File: src/rtl/bist_lfsr_misr_if.sv
// Interface bundling the control inputs and status outputs of the BIST LFSR/MISR.
// The count width is derived from NUM_PATTERNS exactly as the core derives it.
interface bist_lfsr_misr_if #(
    parameter int WIDTH        = 8,
    parameter int NUM_PATTERNS = 255
);
    localparam int CNT_W = $clog2(NUM_PATTERNS + 1);

    logic             start;
    logic             mode;
    logic             seed_load;
    logic [WIDTH-1:0] seed_in;
    logic [WIDTH-1:0] data_in;
    logic             data_valid;
    logic [WIDTH-1:0] q;
    logic             busy;
    logic             done;
    logic [CNT_W-1:0] count;
    logic             lockup;

    modport master (
        output start, mode, seed_load, seed_in, data_in, data_valid,
        input  q, busy, done, count, lockup
    );

    modport slave (
        input  start, mode, seed_load, seed_in, data_in, data_valid,
        output q, busy, done, count, lockup
    );
endinterface

File: src/rtl/bist_lfsr_misr.sv
// BIST pattern generator / signature compactor sharing one shift register.
// Fibonacci-style LFSR: fb = ^(q & TAPS), q <= {q[WIDTH-2:0], fb}; in MISR
// mode the shifted value is XORed with the response word.
// Optional build macro BIST_LFSR_LOCKUP_RECOVER_EN: a PRPG advance from the
// all-zero state reloads SEED and raises a sticky lockup flag.
//
//   state  | meaning
//   -------+-----------------------------------------------------------
//   IDLE   | q/count hold; accepts seed_load and start
//   RUN    | advancing (every cycle in PRPG, on data_valid in MISR)
//   DONE   | one-cycle completion pulse, then back to IDLE
module bist_lfsr_misr #(
    parameter int               WIDTH        = 8,
    parameter logic [WIDTH-1:0] TAPS         = WIDTH'(8'hB8),
    parameter logic [WIDTH-1:0] SEED         = WIDTH'(8'h01),
    parameter int               NUM_PATTERNS = 255
) (
    input  logic              clk,
    input  logic              rst,
    bist_lfsr_misr_if.slave   bus
);
    localparam int               CNT_W = $clog2(NUM_PATTERNS + 1);
    localparam logic [CNT_W-1:0] LAST  = CNT_W'(NUM_PATTERNS);

    typedef enum logic [1:0] {
        S_IDLE = 2'd0,
        S_RUN  = 2'd1,
        S_DONE = 2'd2
    } state_t;

    state_t           state_q, state_d;
    logic [WIDTH-1:0] q_r, q_d;
    logic [CNT_W-1:0] count_r, count_d;
    logic             mode_r, mode_d;
    logic             fb;
    logic [WIDTH-1:0] shifted;
    logic             advance;
`ifdef BIST_LFSR_LOCKUP_RECOVER_EN
    logic             lockup_r, lockup_d;
`endif

    // State, register and counter update with synchronous reset
    always_ff @(posedge clk) begin
        if (rst) begin
            state_q  <= S_IDLE;
            q_r      <= SEED;
            count_r  <= '0;
            mode_r   <= 1'b0;
`ifdef BIST_LFSR_LOCKUP_RECOVER_EN
            lockup_r <= 1'b0;
`endif
        end else begin
            state_q  <= state_d;
            q_r      <= q_d;
            count_r  <= count_d;
            mode_r   <= mode_d;
`ifdef BIST_LFSR_LOCKUP_RECOVER_EN
            lockup_r <= lockup_d;
`endif
        end
    end

    // Next-state logic: sequencing, seed load and register advance
    always_comb begin
        state_d  = state_q;
        q_d      = q_r;
        count_d  = count_r;
        mode_d   = mode_r;
`ifdef BIST_LFSR_LOCKUP_RECOVER_EN
        lockup_d = lockup_r;
`endif
        fb       = ^(q_r & TAPS);
        shifted  = {q_r[WIDTH-2:0], fb};
        advance  = 1'b0;

        case (state_q)
            S_IDLE: begin
                // Loading together with start makes the run begin from seed_in
                if (bus.seed_load) begin
                    q_d = bus.seed_in;
                end
                if (bus.start) begin
                    state_d = S_RUN;
                    count_d = '0;
                    mode_d  = bus.mode;
                end
            end
            S_RUN: begin
                advance = mode_r ? bus.data_valid : 1'b1;
                if (advance) begin
                    if (mode_r) begin
                        q_d = shifted ^ bus.data_in;
                    end else begin
`ifdef BIST_LFSR_LOCKUP_RECOVER_EN
                        if (q_r == '0) begin
                            q_d      = SEED;
                            lockup_d = 1'b1;
                        end else begin
                            q_d = shifted;
                        end
`else
                        q_d = shifted;
`endif
                    end
                    count_d = count_r + 1'b1;
                    if (count_d == LAST) begin
                        state_d = S_DONE;
                    end
                end
            end
            S_DONE: begin
                state_d = S_IDLE;
            end
            default: begin
                state_d = S_IDLE;
            end
        endcase
    end

    assign bus.q     = q_r;
    assign bus.count = count_r;
    assign bus.busy  = (state_q == S_RUN);
    assign bus.done  = (state_q == S_DONE);
`ifdef BIST_LFSR_LOCKUP_RECOVER_EN
    assign bus.lockup = lockup_r;
`else
    assign bus.lockup = 1'b0;
`endif
endmodule

File: src/flat_wrapper.sv
// flat-port wrapper written by rule: the top's interface ports become plain ports
module bist_lfsr_misr_flat 
#(
    parameter int               WIDTH        = 8,
    parameter logic [WIDTH-1:0] TAPS         = WIDTH'(8'hB8),
    parameter logic [WIDTH-1:0] SEED         = WIDTH'(8'h01),
    parameter int               NUM_PATTERNS = 255
)
  (clk, rst, bus_start, bus_mode, bus_seed_load, bus_seed_in, bus_data_in, bus_data_valid, bus_q, bus_busy, bus_done, bus_count, bus_lockup);
  bist_lfsr_misr_if #(.WIDTH(WIDTH), .NUM_PATTERNS(NUM_PATTERNS)) bus_i ();
  input  logic clk;
  input  logic rst;
  input wire logic [$bits(bus_i.start)-1:0] bus_start;
  input wire logic [$bits(bus_i.mode)-1:0] bus_mode;
  input wire logic [$bits(bus_i.seed_load)-1:0] bus_seed_load;
  input wire logic [$bits(bus_i.seed_in)-1:0] bus_seed_in;
  input wire logic [$bits(bus_i.data_in)-1:0] bus_data_in;
  input wire logic [$bits(bus_i.data_valid)-1:0] bus_data_valid;
  output wire logic [$bits(bus_i.q)-1:0] bus_q;
  output wire logic [$bits(bus_i.busy)-1:0] bus_busy;
  output wire logic [$bits(bus_i.done)-1:0] bus_done;
  output wire logic [$bits(bus_i.count)-1:0] bus_count;
  output wire logic [$bits(bus_i.lockup)-1:0] bus_lockup;
  assign bus_i.start = bus_start;
  assign bus_i.mode = bus_mode;
  assign bus_i.seed_load = bus_seed_load;
  assign bus_i.seed_in = bus_seed_in;
  assign bus_i.data_in = bus_data_in;
  assign bus_i.data_valid = bus_data_valid;
  assign bus_q = bus_i.q;
  assign bus_busy = bus_i.busy;
  assign bus_done = bus_i.done;
  assign bus_count = bus_i.count;
  assign bus_lockup = bus_i.lockup;
  bist_lfsr_misr #(.WIDTH(WIDTH), .TAPS(TAPS), .SEED(SEED), .NUM_PATTERNS(NUM_PATTERNS)) u_core (.clk(clk), .rst(rst), .bus(bus_i));
endmodule
File: config.mk
export PLATFORM = sky130hd
export DESIGN_NAME = bist_lfsr_misr_flat
export DESIGN_NICKNAME = d
export VERILOG_FILES = /design/src/rtl/bist_lfsr_misr_if.sv /design/src/rtl/bist_lfsr_misr.sv /design/src/flat_wrapper.sv
export SDC_FILE = /design/constraint.sdc
export NUM_CORES = 1
export LEC_CHECK = 0
export CORE_ASPECT_RATIO = 1.1
export CORE_MARGIN = 10
export CORE_UTILIZATION = 40
export DETAILED_ROUTE_END_ITERATION = 6
export PLACE_DENSITY = 0.7
export SKIP_LAST_GASP = 1
export SLEW_MARGIN = 20
export SYNTH_ARGS = -nofsm -noshare
export SYNTH_HDL_FRONTEND = slang
export SYNTH_SLANG_ARGS = --single-unit
File: constraint.sdc
create_clock -name clk -period 2.6 [get_ports clk]
set_input_delay 0.52 -clock clk [delete_from_list [all_inputs] [get_ports clk]]
set_output_delay 0.52 -clock clk [all_outputs]
set_load 0.1 [all_outputs]
==> impl_metrics.ini <==
[power_and_ir_drop]
total_power_w = 0.0007521
intPower_w = 0.0004565
power_frac_comb_pct = 35.9
power.leakage_nw = 0.6063
power_density_nw_per_um2 = 487.5
swShare_pct = 39.31
p_clk_share_pct = 20.2
power_frac_seq_pct = 43.9
ir_drop_mv = 0.3336
p_sw_w = 0.0002957

[clock_network]
holdBufCountCts = 0
clkSinkCount = 19
cts_buffers = 3
clk_latency_ps = 300
post_cts_resized = 0
path_clk_slew_ps = 120
clock-root-buffer = clkbuf_4
ctsHtreeMaxLevel = 1
cts_setup_buffers = 0
cts_tree = built
cts_buffer_depth = 2

[worst_setup_path]
reg2reg_depth = 4
cp-start-kind = flop
r2r_end = u_core.bus.q[6]
critPathSlowestCell = dfxtp_1
slowest_delay_ps = 450
r2r_start = u_core.mode_r
rrSetupSlack_ps = 800
critPathRequiredTime_ps = 2080
crit_buf_inv = 2
path_cells = nand2b_1 > clkinv_1 > buf_12
worst_path_dominant_cell_family = flip-flops
cp_data_arrival_time_ps = 1500
crit_fanout = 9
path_class = flop to output port
endpoint_kind = output port

[floorplanning]
io_pins = 41
coreArea_um2 = 2778
die_w_um = 71.48
initial_utilization_pct = 41.98
die_h_um = 76.63
fp-row-count = 20
dieArea_um2 = 5478

[synthesis]
synth_area_um2 = 1166
ys_types = 44
synthCells = 147
syn_nets = 171
synthTopCellsByArea = dfxtp_1 (33%), xor2_1 (6.8%), nand2_1 (5.8%)
synthTopCellsByCount = dfxtp_1 (19), nand2_1 (18), nor2_1 (16)
async_flop_share_pct = 0
synth_top_cell_area_share_pct = 32.62
syn_avg_cell_area_um2 = 7.933
yosysMostFrequentCell = dfxtp_1
synth.largest_area_cell = dfxtp_1
ys.flop_type = dfxtp_1
ys_ff_latch = 19
ys_seq_area_share_pct = 32.62
synth-edff-count = 0
yosys_warnings = 0

[sta]
finalSetupViolCount = 0
finalCriticalPeriod_ps = 2025
rsz0062_at_grt = no
finalCritPeriodShare_pct = 77.87
tightest_slew_ps = 635.1
hold_viol_final = 0
skew_ps = 5.821
drv_slew = 0
setup_tns_ps = 0
maxSlewHeadroom_pct = 57.34
max_freq_mhz = 493.9

[global_route]
grt_pass1_vias = 1138
grt_max_degree = 18
track_usage_pct = 11.11
antenna_found_initial = 0
grt_pass1_wl_um = 5313
grt-ovfl-total = 0

[cells_and_area]
instances_no_fill = 215
drive_gt1_share_pct = 15.93
antenna_cells = 0
nets = 207
syn2layout_area_growth_pct = 32.30

[place]
hpwlAfterDp_um = 2482
gp_congestion = 0.7895
place_inst = 211
portBuffers = 39

[drt]
vias = 1161
vias_per_cell = 5.400
first_pass_iters = 4
wl_um = 3150
ant_nets = 0
wire_per_inst_um = 14.65
drc = 0
drt_first_iter_violations = 95

[hold_path]
hp-class = flop to flop
min_to = u_core.bus.q[1]
hp-start = u_core.bus.q[1]
whs_path_depth = 2

[run_status]
outcome = finished clean

[run]
drv_cap = 0
[worst register-to-register path: stages (launching register included)]
cell and delay (ps):
dfxtp_1 430, and3b_1 250, or3_1 580, a211o_2 350, a21oi_1 120
[kinds of logic (layout without fill, tap and decap cells)]
kind of cell,Yosys count,count (layout),share of synthesized area (%)
adder cells (fa/ha/maj),2,2,2.146
AND/OR/NAND/NOR,61,61,26.18
buffers and inverters,13,48,6.543
XOR/XNOR,13,13,9.764
AO/OA/AOI/OAI,37,37,21.57
flip-flops,19,19,32.62
other,1,1,0.3216
multiplexers,1,1,0.8584
[power groups by stage]
stage               Clock [W]  Sequential, W  Combinational (W)
detailed placement          0       0.000337           0.000271
finish               0.000152       0.000330           0.000270
floorplan                   0       0.000429           0.000107
global route         0.000168       0.000334           0.000287
CTS                  0.000157       0.000331           0.000271
global placement            0       0.000336           0.000268
[worst max path at each step]
stage / from / endpoint / slack (ps) / cells after the start
floorplan: u_core.bus.count[0] / u_core.state_q[1] / 490 / 5
global placement: bus_data_valid / u_core.bus.q[7] / 310 / 5
detailed placement: bus_data_valid / u_core.bus.q[6] / 260 / 5
CTS: u_core.state_q[1] / bus_busy / 550 / 3
global route: u_core.state_q[1] / bus_busy / 450 / 3
finish: u_core.state_q[1] / bus_busy / 580 / 3
[cell usage in the layout, fill, tap and decap left out, drive strengths merged, types with 2 or more instances in the layout]
master	count
ha	2
nor3b	2
nor3	4
clkdlybuf4s50	21
a211o	7
a211oi	2
a31oi	2
clkbuf	3
nand4b	2
a311oi	3
nor2	16
and3	2
dfxtp	19
xnor2	4
a21oi	14
buf	20
clkinv	2
nand2	18
nor4	2
xor2	9
o21ai	4
inv	2
nor2b	2
nand2b	2
nand3	3
or3	3
[stage by stage]
step	utilization, %	instance area [µm²]	hold slack, ps	worst slack, ps
floorplan	-	1166	492.7	489.7
global placement	54.55	1515	475.8	312.0
detailed placement	54.55	1515	477.8	262.0
CTS	55.54	1543	494.5	546.4
global route	55.54	1543	515.8	447.5
finish	55.54	1543	492.7	575.4
[layer usage]
layer	track usage [%]	vias to the layer above	share of wire, %
met5	0	-	0
met4	2.907	0	0.38
met3	4.948	2	10
met2	17.58	42	45
met1	13.15	518	44
li1	-	599	-
[flip-flops by register name, summed over array words and instances, names as in the netlist]
name / flops
u_core.state_q: 2
u_core.bus.count: 8
u_core.bus.q: 8
u_core.mode_r: 1
[final cells by class]
type | instances | area (µm²)
Clock buffer | 3 | 22.52
Clock inverter | 1 | 5.005
Multi-Input combinational cell | 115 | 709.4
Inverter | 3 | 11.26
Fill cell | 272 | 1235
Timing Repair Buffer | 41 | 372.9
Tap cell | 33 | 41.29
Sequential cell | 19 | 380.4
Note: power is estimated with default switching activity, not from simulation.
